<file path="src/rtl/protocol_pkg.sv">
// Shared I2S protocol definitions: default slot length, channel encoding
// and the receiver state encoding.
package protocol_pkg;

   localparam int I2S_SLOT_BITS = 24;

   typedef enum logic {
      LEFT  = 1'b0,
      RIGHT = 1'b1
   } channel_t;

   typedef enum logic [1:0] {
      IDLE,
      SYNC,
      RUN
   } i2s_state_t;

endpackage

</file>
<file path="src/rtl/sync_edge_detect.sv">
// Two-flop synchroniser for an asynchronous level, plus a history flop that
// yields single-clk rise and fall pulses in the clk domain.
module sync_edge_detect (
   input  logic clk,
   input  logic rstn,
   input  logic async_in,
   output logic sync_out,
   output logic rise,
   output logic fall
);

   logic meta;
   logic sync;
   logic hist;

   // NOTE: non-blocking assignments so each stage takes the previous stage's old value.
   always_ff @(posedge clk or negedge rstn) begin
      if (!rstn) begin
         meta <= 1'b0;
         sync <= 1'b0;
         hist <= 1'b0;
      end else begin
         meta <= async_in;
         sync <= meta;
         hist <= sync;
      end
   end

   assign sync_out = sync;
   assign rise     = sync & ~hist;
   assign fall     = ~sync & hist;

endmodule

</file>
<file path="src/rtl/i2s_receiver.sv">
// Philips I2S receiver: oversamples sclk/lrclk/sd in the clk domain and emits
// left/right sample pairs. Define I2S_RX_FRAME_CHECK_EN for slot-length checking.
module i2s_receiver
   import protocol_pkg::*;
#(
   parameter int WIDTH     = 24,
   parameter int SLOT_BITS = I2S_SLOT_BITS
) (
   input  logic             clk,
   input  logic             rstn,
   input  logic             enable,
   input  logic             sclk,
   input  logic             lrclk,
   input  logic             sd,
   output logic [WIDTH-1:0] left_data,
   output logic [WIDTH-1:0] right_data,
   output logic             valid,
   output logic             frame_error
);

   localparam int CNT_W = $clog2(SLOT_BITS + 2);
   localparam int IDX_W = (WIDTH > 1) ? $clog2(WIDTH) : 1;

   logic             sclk_rise;
   logic             sclk_sync_unused;
   logic             sclk_fall_unused;
   logic             lr_meta, lr_s;
   logic             sd_meta, sd_s;

   i2s_state_t       state, state_next;
   logic             in_sync, in_run;

   channel_t         lr_prev;
   logic             lr_seen;
   logic             lr_change;
   logic [WIDTH-1:0] word, word_next;
   logic [IDX_W-1:0] bit_idx;
   logic [CNT_W-1:0] bit_cnt, bit_cnt_inc;
   logic [WIDTH-1:0] left_stage;
   logic             left_pending;
   logic             slot_bad;

   sync_edge_detect u_sclk_sync (
      .clk      (clk),
      .rstn     (rstn),
      .async_in (sclk),
      .sync_out (sclk_sync_unused),
      .rise     (sclk_rise),
      .fall     (sclk_fall_unused)
   );

   // lrclk and sd share sclk's two-stage depth so all three stay aligned.
   always_ff @(posedge clk or negedge rstn) begin
      if (!rstn) begin
         lr_meta <= 1'b0;
         lr_s    <= 1'b0;
         sd_meta <= 1'b0;
         sd_s    <= 1'b0;
      end else begin
         lr_meta <= lrclk;
         lr_s    <= lr_meta;
         sd_meta <= sd;
         sd_s    <= sd_meta;
      end
   end

   assign lr_change = sclk_rise && lr_seen && (channel_t'(lr_s) != lr_prev);

   always_ff @(posedge clk or negedge rstn) begin
      if (!rstn) state <= IDLE;
      else       state <= state_next;
   end

   always_comb begin
      state_next = state;
      if (!enable) begin
         state_next = IDLE;
      end else begin
         case (state)
            IDLE:    state_next = SYNC;
            SYNC:    if (lr_change) state_next = RUN;
            RUN:     state_next = RUN;
            default: state_next = IDLE;
         endcase
      end
   end

   always_comb begin
      in_sync = (state == SYNC) && enable;
      in_run  = (state == RUN) && enable;
   end

   // NOTE: defaults first so every path assigns and no latch is inferred.
   always_comb begin
      word_next = word;
      bit_idx   = IDX_W'(WIDTH - 1 - int'(bit_cnt));
      if (int'(bit_cnt) < WIDTH) word_next[bit_idx] = sd_s;
   end

   assign bit_cnt_inc = (int'(bit_cnt) < SLOT_BITS + 1) ? bit_cnt + CNT_W'(1) : bit_cnt;

`ifdef I2S_RX_FRAME_CHECK_EN
   assign slot_bad = (int'(bit_cnt) + 1) != SLOT_BITS;
`else
   assign slot_bad = 1'b0;
`endif

   always_ff @(posedge clk or negedge rstn) begin
      if (!rstn) begin
         lr_prev      <= LEFT;
         lr_seen      <= 1'b0;
         word         <= '0;
         bit_cnt      <= '0;
         left_stage   <= '0;
         left_pending <= 1'b0;
         left_data    <= '0;
         right_data   <= '0;
         valid        <= 1'b0;
         frame_error  <= 1'b0;
      end else begin
         valid <= 1'b0;
         if (sclk_rise) begin
            lr_prev <= channel_t'(lr_s);
            lr_seen <= 1'b1;
         end

         if (!enable) begin
            word         <= '0;
            bit_cnt      <= '0;
            left_pending <= 1'b0;
            frame_error  <= 1'b0;
         end else if (in_sync && lr_change) begin
            word    <= '0;
            bit_cnt <= '0;
         end else if (in_run && sclk_rise) begin
            if (!lr_change) begin
               word    <= word_next;
               bit_cnt <= bit_cnt_inc;
            end else begin
               // Slot boundary: word_next already holds the previous slot's LSB.
               word    <= '0;
               bit_cnt <= '0;
               if (slot_bad) begin
                  left_pending <= 1'b0;
                  frame_error  <= 1'b1;
               end else if (lr_prev == LEFT) begin
                  left_stage   <= word_next;
                  left_pending <= 1'b1;
               end else if (left_pending) begin
                  left_data    <= left_stage;
                  right_data   <= word_next;
                  valid        <= 1'b1;
                  left_pending <= 1'b0;
               end
            end
         end
      end
   end

endmodule

</file>
<file path="config.mk">
export PLATFORM = sky130hd
export DESIGN_NAME = i2s_receiver
export DESIGN_NICKNAME = d
export VERILOG_FILES = /design/src/rtl/protocol_pkg.sv /design/src/rtl/sync_edge_detect.sv /design/src/rtl/i2s_receiver.sv
export SDC_FILE = /design/constraint.sdc
export NUM_CORES = 1
export LEC_CHECK = 0
export BUFFER_PORTS_ARGS = -buffer_cell sky130_fd_sc_hd__clkbuf_2
export CAP_MARGIN = 20
export CORE_ASPECT_RATIO = 0.6
export CORE_MARGIN = 5
export CORE_UTILIZATION = 54
export DETAILED_ROUTE_END_ITERATION = 10
export GPL_TIMING_DRIVEN = 0
export MAX_ROUTING_LAYER = met4
export PLACE_DENSITY = 0.75
export SKIP_CTS_REPAIR_TIMING = 1
export SLEW_MARGIN = 20
export SYNTH_ARGS = -nofsm -noshare
export SYNTH_HDL_FRONTEND = slang
export SYNTH_HIERARCHICAL = 1
export SYNTH_SLANG_ARGS = --single-unit
</file>
<file path="constraint.sdc">
create_clock -name clk -period 2.1 [get_ports clk]
set_input_delay 0.315 -clock clk [delete_from_list [all_inputs] [get_ports clk]]
set_output_delay 0.315 -clock clk [all_outputs]
set_load 0.05 [all_outputs]
</file>
* Word level (Yosys, flattened, before mapping)
Cells that the tools add are included.
** Storage, ports and cells
- Bits in registers :: 114
- Latch bits :: 0
- RAM bits :: 0
- ROM bits :: 0
- Input bits :: 6
- Output and inout bits :: 50
- Word-level logic and storage cells :: 75
- Memories kept :: 0
** Operators by class
- $add $sub $neg :: 2
- $mul :: 0
- Divide/modulo/power cells :: 0
- Order comparisons :: 4
- Eq/ne operators :: 9
- Shift operators :: 0
- Multiplexer cells :: 27
- Bitwise gates (word level) :: 4
- Reduce and logical (&&, ||, !) cells :: 12
** Operators with widths (count)
- 24-bit 2-to-1 mux :: 5
- 5-bit 2-to-1 mux :: 5
- 24-bit bitwise mux :: 1
- 1-bit 2-to-1 mux :: 12
- 5-bit < comparator, second input constant :: 2
- 1-bit logical AND :: 7
- 5-bit by 6-bit < comparator with 1-bit output, second input constant :: 1
- 2-bit one-hot mux with 3 select lines :: 1
- 6-bit AND reduction :: 1
- 5-bit by 1-bit adder with 5-bit output, second input constant :: 1
- 1-bit demux with 5-bit select :: 1
- 5-bit by 1-bit greater-or-equal comparator with 1-bit output, second input constant :: 1
- 5-bit AND reduction :: 1
- 5-bit subtractor, first input constant :: 1
- 2-bit 2-to-1 mux :: 2
- 2-bit by 1-bit inequality test with 1-bit output, second input constant :: 2
- 4-bit by 1-bit inequality test with 1-bit output, second input constant :: 1
- 3-bit by 1-bit inequality test with 1-bit output, second input constant :: 1
- 3-bit inequality test, second input constant :: 1
- 1-bit inverter :: 3
- 3-bit AND reduction :: 1
- 2-bit by 1-bit equality test with 1-bit output, second input constant :: 1
- 2-bit equality test, second input constant :: 1
- 2-bit zero test :: 1
- other kinds (4) :: 4

* Depth between registers and ports, before layout
Gate-level depths: netlist (run 1).
- Depth in word-level cells :: 11
- Mapped depth :: 8

* Cells and area by module
Netlist (run 1), hierarchy kept.
** By module, submodules not included
- i2s_receiver :: times used 1, cells an instance 421, area each 4678.2 um2
- sync_edge_detect :: times used 1, cells an instance 5, area each 90.1 um2

* Worst setup path after synthesis (run 1)
Ideal clock, no wire load.
- Path type :: flip-flop to flip-flop
- Start :: register u_sclk_sync.hist
- End :: register left_data[0]
- Library setup time :: 0.128 ns
- Data arrival time :: 1.806 ns
- Required time :: 1.972 ns
- Path slack :: 0.167 ns
- Cell stages (with the launch flop) :: 6
- Period minus slack after synthesis :: 1.933 ns
- Cell sequence :: dfrtp_1 nor2b_1 nand3_1 nor4_4 buf_4 mux2_1
** On the way
- Longest elaborated chain between the ends :: 7
** RTL lines
- from (decl) :: RTL line sync_edge_detect.sv:14 : logic hist;
- from (signal assigned) :: RTL line sync_edge_detect.sv:25 : hist <= sync;
- 1-bit inverter * :: RTL line sync_edge_detect.sv:30 : assign rise = sync & ~hist;
- 1-bit AND * :: RTL line sync_edge_detect.sv:30
- named net sclk_rise :: RTL line i2s_receiver.sv:24 : logic sclk_rise;
- 1-bit logical AND (2 in a row) :: RTL line i2s_receiver.sv:67 : assign lr_change = sclk_rise && lr_seen && (channel_t'(lr_s) != lr_prev);
- 1-bit logical AND :: RTL line i2s_receiver.sv:132 : end else if (in_sync && lr_change) begin
- 1-bit inverter (no line)
- 6-bit AND reduction (no line) *
- to (signal assigned) :: RTL line i2s_receiver.sv:150 : left_data <= left_stage;
- to (decl) :: RTL line i2s_receiver.sv:15 : output logic [WIDTH-1:0] left_data,
Mark *: on every way through the listed nets, which the timed path passes. The rest lies on a longest branch.
A chain may end at the register's enable or synchronous reset.

* Worst setup path in the final report (run 1)
- Start :: register state[1]
- End :: register left_data[9]
** On the way
- Longest elaborated chain between the ends :: 5
** RTL lines
- from (decl) :: RTL line i2s_receiver.sv:30 : i2s_state_t state, state_next;
- from (signal assigned) :: RTL line i2s_receiver.sv:71 : else state <= state_next;
- 2-bit by 1-bit equality test with 1-bit output :: RTL line i2s_receiver.sv:89 : in_sync = (state == SYNC) && enable;
- 1-bit logical AND :: RTL line i2s_receiver.sv:89
- 1-bit logical AND :: RTL line i2s_receiver.sv:132
- 1-bit inverter (no line)
- 6-bit AND reduction (no line) *
Mark *: on every way between the ends. The rest lies on a longest branch, timed or not.

==> flow_summary.toml, run 1 <==
[outcome]
outcome = "complete, no violations"

[sta]
tightest_slew_ns = 0.549
finalSetupViolations = 0
drv_slew = 0
tns_ns = 0
max_slew_margin_pct = 62.9
period_needed_ns = 2.03
clock_skew_ns = 0.00766
max_freq_ghz = 0.492
period_share_pct = 96.7
hold_violations = 0
whs_ns = 0.0136

[drt]
routed_wl_um = 10900
ant_nets = 0
viasPerCell = 5.53
firstDrtPassIters = 4
vias = 3470
wl_per_cell_um = 17.3
drtIter0Drc = 218
drcViolationCount = 0

[pwr]
total_power_mw = 6.22
p_leak_nw = 2.90
peakVddDrop_uv = 686
power_density_nw_per_um2 = 1060

[placement]
io_buffers = 53
globalplace.congestion = 0.900
place_hpwl_um = 7320

[finish]
layout.nets = 517
syn2layout_area_growth_pct = 23.4
final_common_cell = "dfrtp_1"
diodes = 0
final_cell_mix = "dfrtp_1 (114), nor2_1 (74), clkbuf_2 (58)"
nFillCells = 649
drive_gt1_share_pct = 23.7

[cts]
htree_levels = 4
path_clk_slew_ns = 0.06
cts_tree = "yes"
cts_sinks = 114
clock_latency_ns = 0.40
cts_made_buffers = 17
cts_buffer_depth = 2
cts_root_buf = "clkbuf_16"

[setup_path]
r2r-start = "state[1]$_DFFE_PN0P_"
startpoint_type = "register"
r2r_slack_ns = 0.07
critical_path_class = "register to register"
critPathLaunch = "state[1]$_DFFE_PN0P_"
arrival_ns = 2.32
crit_required_ns = 2.38
cp_max_fo = 10
endpoint_kind = "register"

[grt]
grt_max_degree = 95
grt_first_pass_wirelength_um = 17900
grt-ovfl-total = 0
grt_usage_pct = 21.9
grt_pass1_vias = 3496
antenna_found_initial = 0

[die]
core_area_um2 = 8560
die_h_um = 82.7
pin_count = 56
dieWidth_um = 131
dieArea_um2 = 10900
initial_core_util_pct = 55.6
rows = 26

[logic_synthesis]
synth.net_count = 440
syn_area_per_cell_um2 = 11.2
ys_warn_count = 6
syn_inst = 425
syn-cell-area_um2 = 4760

[job]
max_cap_viol_count = 0

[worst_hold_path]
min_from = "sclk"
hp-class = "primary input to register"
## layout make-up
cell class | count | area [um^2] | area share, %
Inverter | 6 | 22.5 | 0.383
Sequential cell | 114 | 2850 | 48.6
Clock buffer | 18 | 439 | 7.47
Timing Repair Buffer | 59 | 342 | 5.81
Tap cell | 112 | 140 | 2.38
Multi-Input combinational cell | 277 | 1770 | 30.1
Clock inverter | 14 | 163 | 2.77
Buffer | 27 | 149 | 2.53
## state kept, by name, indices dropped and copies added, names as in the netlist
register and flops:
lr_prev 1, left_pending 1, u_sclk_sync/hist 1, lr_s 1, left_stage 24, bit_cnt 5, u_sclk_sync/sync_out 1, valid 1
state 2, lr_meta 1, sd_s 1, u_sclk_sync/meta 1, sd_meta 1, right_data 24, word 24, left_data 24
lr_seen 1
## worst paths after layout
check                                             end  cells after the start
max                          left_data[9]$_DFFE_PN0P_                      7
min                        u_sclk_sync/meta$_DFF_PN0_                      1
max reg2reg                  left_data[9]$_DFFE_PN0P_                      7
min reg2reg                            lr_s$_DFF_PN0_                      0
max in group asynchronous   left_stage[0]$_DFFE_PN0P_                      3
min in group asynchronous   left_stage[9]$_DFFE_PN0P_                      2
## power by group
| part | total, mW | internal (mW) | switching, mW |
|---|---|---|---|
| clock network | 2.89 | 1.89 | 1.01 |
| logic | 0.696 | 0.257 | 0.440 |
| registers | 2.63 | 2.47 | 0.161 |
| total | 6.22 | 4.61 | 1.61 |
## routing by layer
metal  share of wire [%]  global-route usage [%]
met1                  48                    29.8
met2                  45                    32.6
met3                 6.1                    5.75
met4                 1.2                    6.85
met5                   0                       -
## worst max-delay path: stages, from the launching register on
cell and delay [ns]:
dfrtp_1 0.35, inv_1 0.07, ha_1 0.22, nand2b_2 0.24, nor4_4 0.29, buf_4 0.19
buf_4 0.20, mux2_1 0.34
## metrics by stage
| stage | setup WS [ns] | util (%) | area (um^2) | std cells |
|---|---|---|---|---|
| 2_1_floorplan | 0.168 | - | 4760 | 425 |
| 3_3_place_gp | -0.820 | 60.4 | 5160 | 590 |
| 3_5_place_dp | -0.270 | 60.8 | 5200 | 591 |
| 4_1_cts | -0.290 | 67.8 | 5800 | 623 |
| 5_1_grt | -0.0209 | 68.7 | 5880 | 627 |
| 6_report | 0.0688 | 68.7 | 5880 | 627 |
(Power assumes the default switching activity.)
==> run 2, diff against run 1 <==
--- a/config.mk
+++ b/config.mk
@@ -8,7 +8,7 @@
 export BUFFER_PORTS_ARGS = -buffer_cell sky130_fd_sc_hd__clkbuf_2
 export CAP_MARGIN = 20
 export CORE_ASPECT_RATIO = 0.6
-export CORE_MARGIN = 5
+export CORE_MARGIN = 3
 export CORE_UTILIZATION = 54
 export DETAILED_ROUTE_END_ITERATION = 10
 export GPL_TIMING_DRIVEN = 0
==> flow_summary.toml, run 2 (synthesis results as in run 1) <==
[outcome]
outcome = "complete, but fails checks"
violations = "negative setup slack"

[setup_path]
endpoint_kind = "register"
cpPeakStageDelay_ns = 0.48
critical_path_class = "register to register"
slowest_stage = "clkbuf_1"
crit_path_cell_trace = "inv_1 > ha_1 > a21boi_0 > o21a_1 > buf_2 > clkbuf_1 > o31ai_1"
crit_required_ns = 2.37
arrival_ns = 2.38
path_delay_family = "buffers and inverters"
worst-path-buf-inv = 3
startpoint_type = "register"
cp_max_fo = 10

[sta]
rsz0062_at_grt = "true"
max_slew_margin_pct = 61.3
tightest_slew_ns = 0.580
finalSetupViolations = 2
setup_ws_ns = -0.00532
period_share_pct = 100
hold_violations = 0
period_needed_ns = 2.11
drv_slew = 0
whs_ns = 0.00978
max_freq_ghz = 0.475
clock_skew_ns = 0.00888

[pwr]
p_comb_share_pct = 11.3
p_leak_nw = 2.87
seqPwrFrac_pct = 43.6
total_power_mw = 6.07
netSwitchingPower_mw = 1.55
power_density_nw_per_um2 = 1040
swShare_pct = 25.5
internal_power_mw = 4.52
clkPwrFrac_pct = 45.1
peakVddDrop_uv = 653

[finish]
final_cell_mix = "dfrtp_1 (114), nor2_1 (74), clkbuf_2 (54)"
diodes = 0
drive_gt1_share_pct = 21.5
finalNonFillerCells = 619
final_common_cell = "dfrtp_1"
stdcell_area_um2 = 5820
syn2layout_area_growth_pct = 22.3
layout.nets = 517

[placement]
globalplace.congestion = 0.871
place_hpwl_um = 7280
detailed_place.area_um2 = 5200
dp.cells = 587
io_buffers = 53

[grt]
grt-ovfl-total = 0
grt_pass1_vias = 3593
antenna_found_initial = 0
grt_max_degree = 65
grt_first_pass_wirelength_um = 18300
grt_usage_pct = 24.7

[cts]
cts_made_buffers = 17
htree_levels = 4
path_clk_slew_ns = 0.05
clock_latency_ns = 0.41
cts_tree = "yes"
cts_sinks = 114
cts_buffer_depth = 2
cts_root_buf = "clkbuf_16"

[drt]
drtIter0Drc = 343
drcViolationCount = 0
routed_wl_um = 10900
wl_per_cell_um = 17.7
vias = 3483
viasPerCell = 5.63
ant_nets = 0
firstDrtPassIters = 5

[die]
rows = 25
initial_core_util_pct = 57.9
dieArea_um2 = 10000
core_area_um2 = 8230
die_h_um = 78.7
dieWidth_um = 127
pin_count = 56

[worst_hold_path]
hp-class = "primary input to register"

[job]
max_cap_viol_count = 0
[run 2: cell type report]
type / count / area (um^2)
inverter: 6 / 22.5
clock buffer: 22 / 474
buffer: 26 / 140
timing repair buffer: 60 / 353
sequential: 114 / 2850
fill: 596 / 2400
multi-input combinational: 277 / 1760
clock inverter: 6 / 82.6
tap: 108 / 135
[run 2: final timing paths]
path	cells past startpoint	startpoint	end	slack, ns
max reg2reg	7	state[0]$_DFFE_PN0P_	word[9]$_DFFE_PN0P_	-0.005
min reg2reg	0	sd_meta$_DFF_PN0_	sd_s$_DFF_PN0_	0.35
min	1	lrclk	lr_meta$_DFF_PN0_	0.01
min in group asynchronous	2	rstn	left_stage[18]$_DFFE_PN0P_	0.45
max in group asynchronous	3	rstn	left_stage[5]$_DFFE_PN0P_	1.02
max	7	state[0]$_DFFE_PN0P_	word[9]$_DFFE_PN0P_	-0.005
[run 2: worst register-to-register path, stage by stage, from the launching register on]
cell and delay, ns:
dfrtp_1 0.35, inv_1 0.09, ha_1 0.24, a21boi_0 0.31, o21a_1 0.17, buf_2 0.18
clkbuf_1 0.48, o31ai_1 0.15
[run 2: power groups by stage]
stage | combinational (mW) | clock [mW] | sequential, mW
after floorplan | 0.465 | 0 | 2.63
after global placement | 0.627 | 0 | 2.65
after detailed placement | 0.661 | 0 | 2.67
after CTS | 0.679 | 2.76 | 2.64
after global routing | 0.784 | 2.87 | 2.68
final | 0.684 | 2.74 | 2.65
[run 2: metal layers]
| layer | track usage (%) | routed length [um] |
|---|---|---|
| met1 | 33.5 | 5080 |
| met2 | 34.8 | 4890 |
| met5 | - | 0 |
| met4 | 10.3 | 205 |
| met3 | 7.80 | 763 |
[run 2: stage by stage]
stage | setup slack (ns) | TNS [ns] | utilization [%]
2_1_floorplan | 0.168 | 0 | -
3_3_place_gp | -0.847 | -104.26 | 62.7
3_5_place_dp | -0.308 | -12.61 | 63.2
4_1_cts | -0.344 | -15.09 | 69.9
5_1_grt | -0.0915 | -3.29 | 70.8
6_report | -0.00532 | -0.0101 | 70.8
